**config.mk**
```make
export PLATFORM = sky130hd
export DESIGN_NAME = mem_bus_decoder
export DESIGN_NICKNAME = d
export VERILOG_FILES = /design/src/rtl/mem_bus_decoder.sv
export SDC_FILE = /design/constraint.sdc
export NUM_CORES = 1
export LEC_CHECK = 0
export ABC_AREA = 1
export CAP_MARGIN = 15
export CORE_AREA = 2 2 140 142
export CTS_CLUSTER_DIAMETER = 60
export DETAILED_ROUTE_END_ITERATION = 7
export DIE_AREA = 0 0 142 144
export GPL_TIMING_DRIVEN = 0
export SYNTH_ARGS = -nofsm -noshare
export SYNTH_HDL_FRONTEND = slang
export SYNTH_SLANG_ARGS = --single-unit
export TNS_END_PERCENT = 10
```
**constraint.sdc**
```tcl
create_clock -name clk -period 3.36 [get_ports clk]
set_clock_uncertainty 0.2 [all_clocks]
set_input_delay 0.672 -clock clk [delete_from_list [all_inputs] [get_ports clk]]
set_output_delay 0.672 -clock clk [all_outputs]
set_load 0.005 [all_outputs]
```
**src/rtl/mem_bus_decoder.sv**
```systemverilog
// mem_bus_decoder: routes one native memory master to NSLV slaves by address
// region (mem_addr[31:28]). The selected slave is latched per transaction.
// Unmapped accesses and slaves that never answer get a one-cycle bus-error
// response, so the core cannot hang. The last error is kept for debug.
module mem_bus_decoder #(
  parameter int                 NSLV     = 4,
  parameter logic [NSLV*16-1:0] SLV_MAP  = {16'h0301, 16'h0008, 16'h0200, 16'h0001},
  parameter int                 TIMEOUT  = 1024,
  parameter logic [31:0]        ERR_DATA = 32'hDEADBEEF
) (
  input  logic                 clk,
  input  logic                 rst_n,
  input  logic                 mem_valid,
  output logic                 mem_ready,
  input  logic [31:0]          mem_addr,
  input  logic [31:0]          mem_wdata,
  input  logic [3:0]           mem_wstrb,
  output logic [31:0]          mem_rdata,
  output logic [NSLV-1:0]      s_mem_valid,
  input  logic [NSLV-1:0]      s_mem_ready,
  input  logic [NSLV*32-1:0]   s_mem_rdata,
  output logic [31:0]          s_mem_addr,
  output logic [31:0]          s_mem_wdata,
  output logic [3:0]           s_mem_wstrb,
  output logic                 err_pulse,
  output logic [1:0]           err_code,
  output logic [31:0]          err_addr,
  output logic [15:0]          err_cnt
);

  localparam int SW = (NSLV > 1) ? $clog2(NSLV) : 1;
  localparam int TW = $clog2(TIMEOUT);

  localparam logic [1:0] ERR_NONE     = 2'b00;
  localparam logic [1:0] ERR_UNMAPPED = 2'b01;
  localparam logic [1:0] ERR_TIMEOUT  = 2'b10;

  typedef enum logic [1:0] {IDLE, BUSY, ERR} state_t;

  state_t          state_q;
  logic [SW-1:0]   sel_q;
  logic [TW-1:0]   timer_q;
  logic [1:0]      err_code_q;
  logic [31:0]     err_addr_q;
  logic [15:0]     err_cnt_q;
  logic [15:0]     err_cnt_d;

  logic [3:0]      region;
  logic [NSLV-1:0] slv_hit;
  logic            hit;
  logic [SW-1:0]   idx;
  logic [NSLV-1:0] sel_onehot;
  logic            sel_ready;
  logic [31:0]     sel_rdata;

  assign region = mem_addr[31:28];

  // Per-slave region ownership for the current address.
  for (genvar gi = 0; gi < NSLV; gi++) begin : g_hit
    logic [15:0] fld;
    assign fld         = SLV_MAP[16*gi +: 16];
    assign slv_hit[gi] = fld[region];
  end

  // Priority encode: scanning downwards leaves the lowest owning index.
  always_comb begin
    hit = |slv_hit;
    idx = '0;
    for (int i = NSLV - 1; i >= 0; i--) begin
      if (slv_hit[i]) idx = SW'(i);
    end
  end

  // One-hot view of the latched selection.
  for (genvar gi = 0; gi < NSLV; gi++) begin : g_sel
    assign sel_onehot[gi] = (sel_q == SW'(gi));
  end

  // Response mux from the latched slave; other slaves' ready is ignored.
  always_comb begin
    sel_ready = |(s_mem_ready & sel_onehot);
    sel_rdata = '0;
    for (int i = 0; i < NSLV; i++) begin
      if (sel_onehot[i]) sel_rdata = s_mem_rdata[32*i +: 32];
    end
  end

  // Master-side response: passthrough in BUSY, fixed error word in ERR.
  always_comb begin
    mem_ready = 1'b0;
    mem_rdata = '0;
    case (state_q)
      BUSY: begin
        mem_ready = sel_ready;
        mem_rdata = sel_ready ? sel_rdata : 32'h0;
      end
      ERR: begin
        mem_ready = 1'b1;
        mem_rdata = ERR_DATA;
      end
      default: ;
    endcase
  end

  assign s_mem_valid = (state_q == BUSY && mem_valid) ? sel_onehot : '0;

  // Broadcast is combinational but held at zero while reset is asserted.
  assign s_mem_addr  = rst_n ? mem_addr  : 32'h0;
  assign s_mem_wdata = rst_n ? mem_wdata : 32'h0;
  assign s_mem_wstrb = rst_n ? mem_wstrb : 4'h0;

  assign err_pulse = (state_q == ERR);
  assign err_code  = err_code_q;
  assign err_addr  = err_addr_q;
  assign err_cnt   = err_cnt_q;

  assign err_cnt_d = (err_cnt_q == 16'hFFFF) ? err_cnt_q : err_cnt_q + 16'd1;

  // Transaction FSM: decode in IDLE, wait/time out in BUSY, one-cycle ERR.
  always_ff @(posedge clk or negedge rst_n) begin
    if (!rst_n) begin
      state_q    <= IDLE;
      sel_q      <= '0;
      timer_q    <= '0;
      err_code_q <= ERR_NONE;
      err_addr_q <= '0;
      err_cnt_q  <= '0;
    end else begin
      case (state_q)
        IDLE: begin
          if (mem_valid) begin
            if (hit) begin
              sel_q   <= idx;
              timer_q <= '0;
              state_q <= BUSY;
            end else begin
              err_addr_q <= mem_addr;
              err_code_q <= ERR_UNMAPPED;
              state_q    <= ERR;
            end
          end
        end
        BUSY: begin
          if (!mem_valid) begin
            state_q <= IDLE;
          end else if (sel_ready) begin
            state_q <= IDLE;
          end else if (timer_q == TW'(TIMEOUT - 1)) begin
            err_addr_q <= mem_addr;
            err_code_q <= ERR_TIMEOUT;
            state_q    <= ERR;
          end else begin
            timer_q <= timer_q + 1'b1;
          end
        end
        ERR: begin
          err_cnt_q <= err_cnt_d;
          state_q   <= IDLE;
        end
        default: state_q <= IDLE;
      endcase
    end
  end

endmodule

```
**Yosys cells after proc, flatten, opt, wreduce, memory -nomap -nowiden**

Memories as Yosys holds them, arrays and structs flattened.
Index checks and enable logic that the tools add are counted.

- Word-level logic and storage cells: 83
- Memories kept: 4
- ROM bits: 64
- Output and inout port bits: 156
- Register bits after elaboration: 64

- Order comparisons: 1
- Mux-type cells: 42
- Reductions and logical operators: 11
- Equal/unequal tests: 15
- Add/subtract/negate cells: 2
- Bitwise operators: 2

Memory list:

| name | depth | width | rd ports | clocked after Yosys merged registers in | wr ports | RTL line | RTL |
|---|---|---|---|---|---|---|---|
| (no name shown) | 16 | 1 | 1 | 0 | 0 | 62 | `assign slv_hit[gi] = fld[region];` |
| (no name shown) | 16 | 1 | 1 | 0 | 0 | 62 |  |
| (no name shown) | 16 | 1 | 1 | 0 | 0 | 62 |  |
| (no name shown) | 16 | 1 | 1 | 0 | 0 | 62 |  |

Operator list:

| operator | number |
|---|---|
| $mux 32 | 12 |
| $pmux 32 s2 | 2 |
| $mux 10 | 5 |
| $mux 2 | 13 |
| $pmux 10 s2 | 1 |
| $add 16x1->16 const B | 1 |
| $eq 16x16->1 const B | 1 |
| $ne 2x2->1 const B | 6 |
| $reduce_and 6->1 | 2 |
| $add 10x1->10 const B | 1 |
| $eq 10x10->1 const B | 1 |
| $mux 4 | 2 |
| $pmux 2 s2 | 2 |
| $reduce_or 4->1 | 2 |
| $eq 2x2->1 const B | 3 |
| $lt 4x5->1 const B | 1 |
| $and 4x4->4 | 1 |
| $eq 2x1->1 const B | 2 |
| $logic_not 2->1 | 2 |
| $mux 1 | 4 |
| $ne 4x3->1 const B | 1 |
| $reduce_and 2->1 | 2 |
| $reduce_and 3->1 | 1 |
| $ne 2x1->1 const B | 1 |
| 4 further kinds | 4 |

**Longest topological paths before layout**

Gate-level depths: netlist of run 1.

- Depth in word-level cells: 7
- Mapped depth: 12
- Gate-level depth less buffers: 10

**Worst setup path after synthesis of run 1**

OpenSTA, ideal clock, no wires.

- Path kind: register to output
- From: register state_q[1]
- To: output port mem_rdata[10]
- Path slack: 0.852 ns
- Path buffers: 2
- Stages on the path, launching flop included: 9
- Arrival time: 1.636 ns
- Path through: dfrtp_1 > inv_1 > ha_1 > buf_2 > clkinv_1 > nor2_8 > nand2_1 > clkbuf_1 > o21ai_0

- Longest elaborated chain between the ends: 2
- Elaborated cells between the ends (all ways): 3
- Classes of those cells: eq/ne: 2; mux: 1

RTL lines:

| item | RTL line | RTL |
|---|---|---|
| from (decl) | 40 | `state_t state_q;` |
| from (signal assigned) | 122 | `state_q <= IDLE;` |
| from (signal assigned) | 135 | `state_q <= BUSY;` |
| from (signal assigned) | 139 | `state_q <= ERR;` |
| $eq 2x2->1 or $eq 2x1->1 (tied branches) | 92 | `case (state_q)` |
| $pmux 32 s2 (*) | 92 |  |
| to (decl) | 18 | `output logic [31:0] mem_rdata,` |

Every way passes the cells marked *; elsewhere a longest branch is shown, timed or not.

**Worst setup path after layout of run 1**

- From: input port s_mem_ready[1]
- To: output port mem_rdata[3]

- Longest elaborated chain between the ends: 4

RTL lines:

| item | RTL line | RTL |
|---|---|---|
| from (decl) | 20 | `input logic [NSLV-1:0] s_mem_ready,` |
| $and 4x4->4 | 81 | `sel_ready = \|(s_mem_ready & sel_onehot);` |
| $reduce_or 4->1 | 81 |  |
| $mux 32 | 95 | `mem_rdata = sel_ready ? sel_rdata : 32'h0;` |
| $pmux 32 s2 | 92 |  |

No other way between the ends.

==> results.json, run 1 <==
{
  "crit_type": "in2out",
  "fp.dieW_um": 142,
  "htreeDepth": 3,
  "finalSetupViolCount": 1,
  "gp_congestion": 0.887,
  "grt_antenna_before_repair": 1,
  "regArea_um2": 1600,
  "grt_overflow": 0,
  "die-area_um2": 20400,
  "leakage_uw": 0.00478,
  "grt_max_degree": 33,
  "vias": 6484,
  "crit_top_cell": "clkdlybuf4s50_1",
  "hold_viol_final": 0,
  "fp.coreArea_um2": 19100,
  "final_util": 0.490,
  "setup-tns-final_ps": -6.16,
  "rows": 51,
  "area_growth_pct": 89.7,
  "synth_simple_gate_area_frac": 0.397,
  "yosysWarnings": 0,
  "multi_input_area_um2": 2730,
  "grt.total_usage": 0.212,
  "finalCriticalPeriod_ps": 3370,
  "synth_compound_area_frac": 0.115,
  "first_pass_iters": 5,
  "synth_mux_area_frac": 0,
  "path_max_fanout": 10,
  "fmax_mhz": 297,
  "port_buffers": 358,
  "drtIter0Drc": 283,
  "worst_slack_ps": -6.16,
  "die_h_um": 144,
  "num_antenna_cells": 0,
  "nFillCells": 1921,
  "wl_mm": 22.2,
  "initial_utilization": 0.258,
  "post-place-ws_ps": -823,
  "rr_worst_depth": 7,
  "finalNetCount": 1387,
  "violations": "setup timing",
  "crit_path_end_kind": "output pin",
  "clock-sinks": 64,
  "cts_inserted_buffers": 9,
  "cts_tree": "yes",
  "cp_slowest_cell": "clkdlybuf4s50_1",
  "ys_seq_area_frac": 0.325,
  "grt_pass1_wl_mm": 33.9,
  "netlist_instances": 804,
  "avgSynthCellArea_um2": 6.13,
  "drc_errors": 0,
  "period_share": 1.00,
  "drtAntennaViolNets": 0,
  "hold_class": "in2async",
  "final_max_slew_viol_count": 0,
  "outcome": "finished with violations",
  "avgViaCountPerCell": 4.56,
  "cap_violations": 0,
  "drive_above_1_share": 0.0617,
  "synth-seq-cells": 64,
  "synth_top_family_by_area": "simple AND/OR/NAND/NOR gates",
  "synth.cell_area_um2": 4930,
  "worst_slew_pin_slew_ps": 639,
  "cp.required_ps": 2490,
  "synth_nets": 1012,
  "synth_cell_type_count": 31,
  "clkTransAtPathRegs_ps": 60,
  "hold_slack_ps": 89.1,
  "cp.arrival_ps": 2490,
  "cts_root_buf": "clkbuf_16",
  "ios": 359,
  "cts.path.max_buffers": 2,
  "p_per_area_nw_per_um2": 568,
  "synthAdderAreaFrac": 0.0127,
  "worstSetupStartpointType": "input port",
  "synth-xor-area-share": 0.0195,
  "rsz0062_at_grt": "true",
  "path_cells": "clkdlybuf4s50_1, nand3_1, nand2_2, nor2_4, nor2_8, nand2_1, buf_6, o21ai_2, clkdlybuf4s50_1",
  "max_stage_delay_ps": 530,
  "avgRoutedWirePerCell_um": 15.6,
  "hpwl_mm": 17.5,
  "p_total_uw": 5310,
  "maxSlewHeadroom": 0.569,
  "grt_pass1_vias": 6262,
  "ir_worst_vdd_uv": 277,
  "clk_latency_ps": 330
}
cells in the mapped netlist:
cell type,number,area (um2)
nor2_4,2,22.5
and2_1,1,6.26
a221oi_1,1,8.76
xnor2_1,7,61.3
nand3_2,1,10.0
a21oi_1,8,40.0
clkinv_1,1,3.75
nand3b_1,2,15.0
inv_1,115,432
nor2_8,2,40.0
inv_2,3,11.3
dfrtp_1,64,1600
o22ai_1,6,37.5
nor2_1,55,206
buf_2,12,60.1
buf_1,2,7.51
buf_6,4,45.0
o21ai_1,3,15.0
nor3_1,6,30.0
o21a_1,5,37.5
nor3b_1,1,7.51
o221ai_1,9,78.8
buf_4,2,15.0
xor2_1,4,35.0
o21ai_0,70,350
nand2_1,301,1130
clkbuf_1,19,71.3
nand2_2,2,12.5
nand3_1,75,375
nand4_1,16,100
ha_1,5,62.6
where the power goes:
group	switching (uW)	total (uW)	internal, uW
Clock	342	1010	668
Combinational	1590	3100	1500
Sequential	184	1200	1020
area by class of cell:
cell class	count	area share
timing repair buffer	364	0.397
clock buffer	11	0.0259
buffer	39	0.0251
clock inverter	5	0.00856
multi-input combinational	582	0.292
inverter	119	0.0483
tap	238	0.0318
sequential	64	0.171
stage by stage:
step                      cells  area, um2
after global routing       1422       9350
after global placement     1400       8810
after floorplan             804       4930
final                      1422       9350
after CTS                  1418       9240
after detailed placement   1400       8810
worst max-delay path, delay by kind of cell:
family / cells / cell delay, ps
buffers and inverters: 3 / 1150
and+or+nand+nor: 5 / 490
AOI/OAI and AO/OA: 1 / 170
registers in the layout, indices dropped and copies added, names as in the netlist:
register and count:
err_addr 32, err_cnt 16, err_code 2, timer_q 10, sel_q 2, state_q 2
cells in the final DEF (no fill, tap or decap), drive strengths merged:
| cell type | n |
|---|---|
| nor2 | 59 |
| clkinv | 2 |
| o22ai | 6 |
| o21a | 5 |
| dlymetal6s2s | 14 |
| inv | 118 |
| nand3b | 2 |
| nand2 | 303 |
| clkbuf | 29 |
| dlygate4sd2 | 4 |
| a21oi | 8 |
| clkinvlp | 2 |
| xor2 | 4 |
| clkdlybuf4s50 | 339 |
| xnor2 | 7 |
| bufinv | 2 |
| and2 | 1 |
| nor3b | 1 |
| ha | 5 |
| a221oi | 1 |
| buf | 27 |
| o221ai | 9 |
| nor3 | 6 |
| bufbuf | 1 |
| o21ai | 73 |
| nand3 | 76 |
| nand4 | 16 |
| dfrtp | 64 |
logic make-up (layout without fill, tap and decap cells):
group	after synthesis	count (layout)
flops	64	64
simple gates	464	464
compound gates	102	102
xor+xnor	11	11
buf+inv	158	538
fa+ha+maj	5	5
layer usage:
layer  wire length, um  global-route usage  vias up
met5                 8                   0        -
met4               397              0.0521        2
met3              1760              0.0639       30
met2             10400               0.352      247
met1              9570               0.269     2930
li1                  -                   -     3275
path summary, 6_finish.rpt:
kind                                           from                        to  slack (ps)
min in group clk           err_addr[12]$_DFFE_PN0P_  err_addr[12]$_DFFE_PN0P_         270
min                                           rst_n  err_addr[31]$_DFFE_PN0P_          90
max                                  s_mem_ready[1]              mem_rdata[3]          -6
max reg2reg                  timer_q[0]$_DFFE_PN0P_    timer_q[6]$_DFFE_PN0P_         920
max in group asynchronous                     rst_n      sel_q[0]$_DFFE_PN0P_        2660
min reg2reg                err_addr[12]$_DFFE_PN0P_  err_addr[12]$_DFFE_PN0P_         270
what timing repair did:
item | in CTS | in global routing
setup buffers | 0 | 4
cloned | 1 | 0
pin swaps | 0 | 4
setup endpoints to repair | 101 | 32
hold endpoints to repair | 32 | 0
resized for setup | 29 | 43
hold buffers | 1 | 0
No activity file was read; power rests on OpenSTA's default activity.
==> run 2, diff against run 1 <==
--- a/config.mk
+++ b/config.mk
@@ -8,7 +8,6 @@
 export ABC_AREA = 1
 export CAP_MARGIN = 15
 export CORE_AREA = 2 2 140 142
-export CTS_CLUSTER_DIAMETER = 60
 export DETAILED_ROUTE_END_ITERATION = 7
 export DIE_AREA = 0 0 142 144
 export GPL_TIMING_DRIVEN = 0
==> results of run 2 <==
Same layout as run 1: the final DEF is identical, and so are final timing and power.
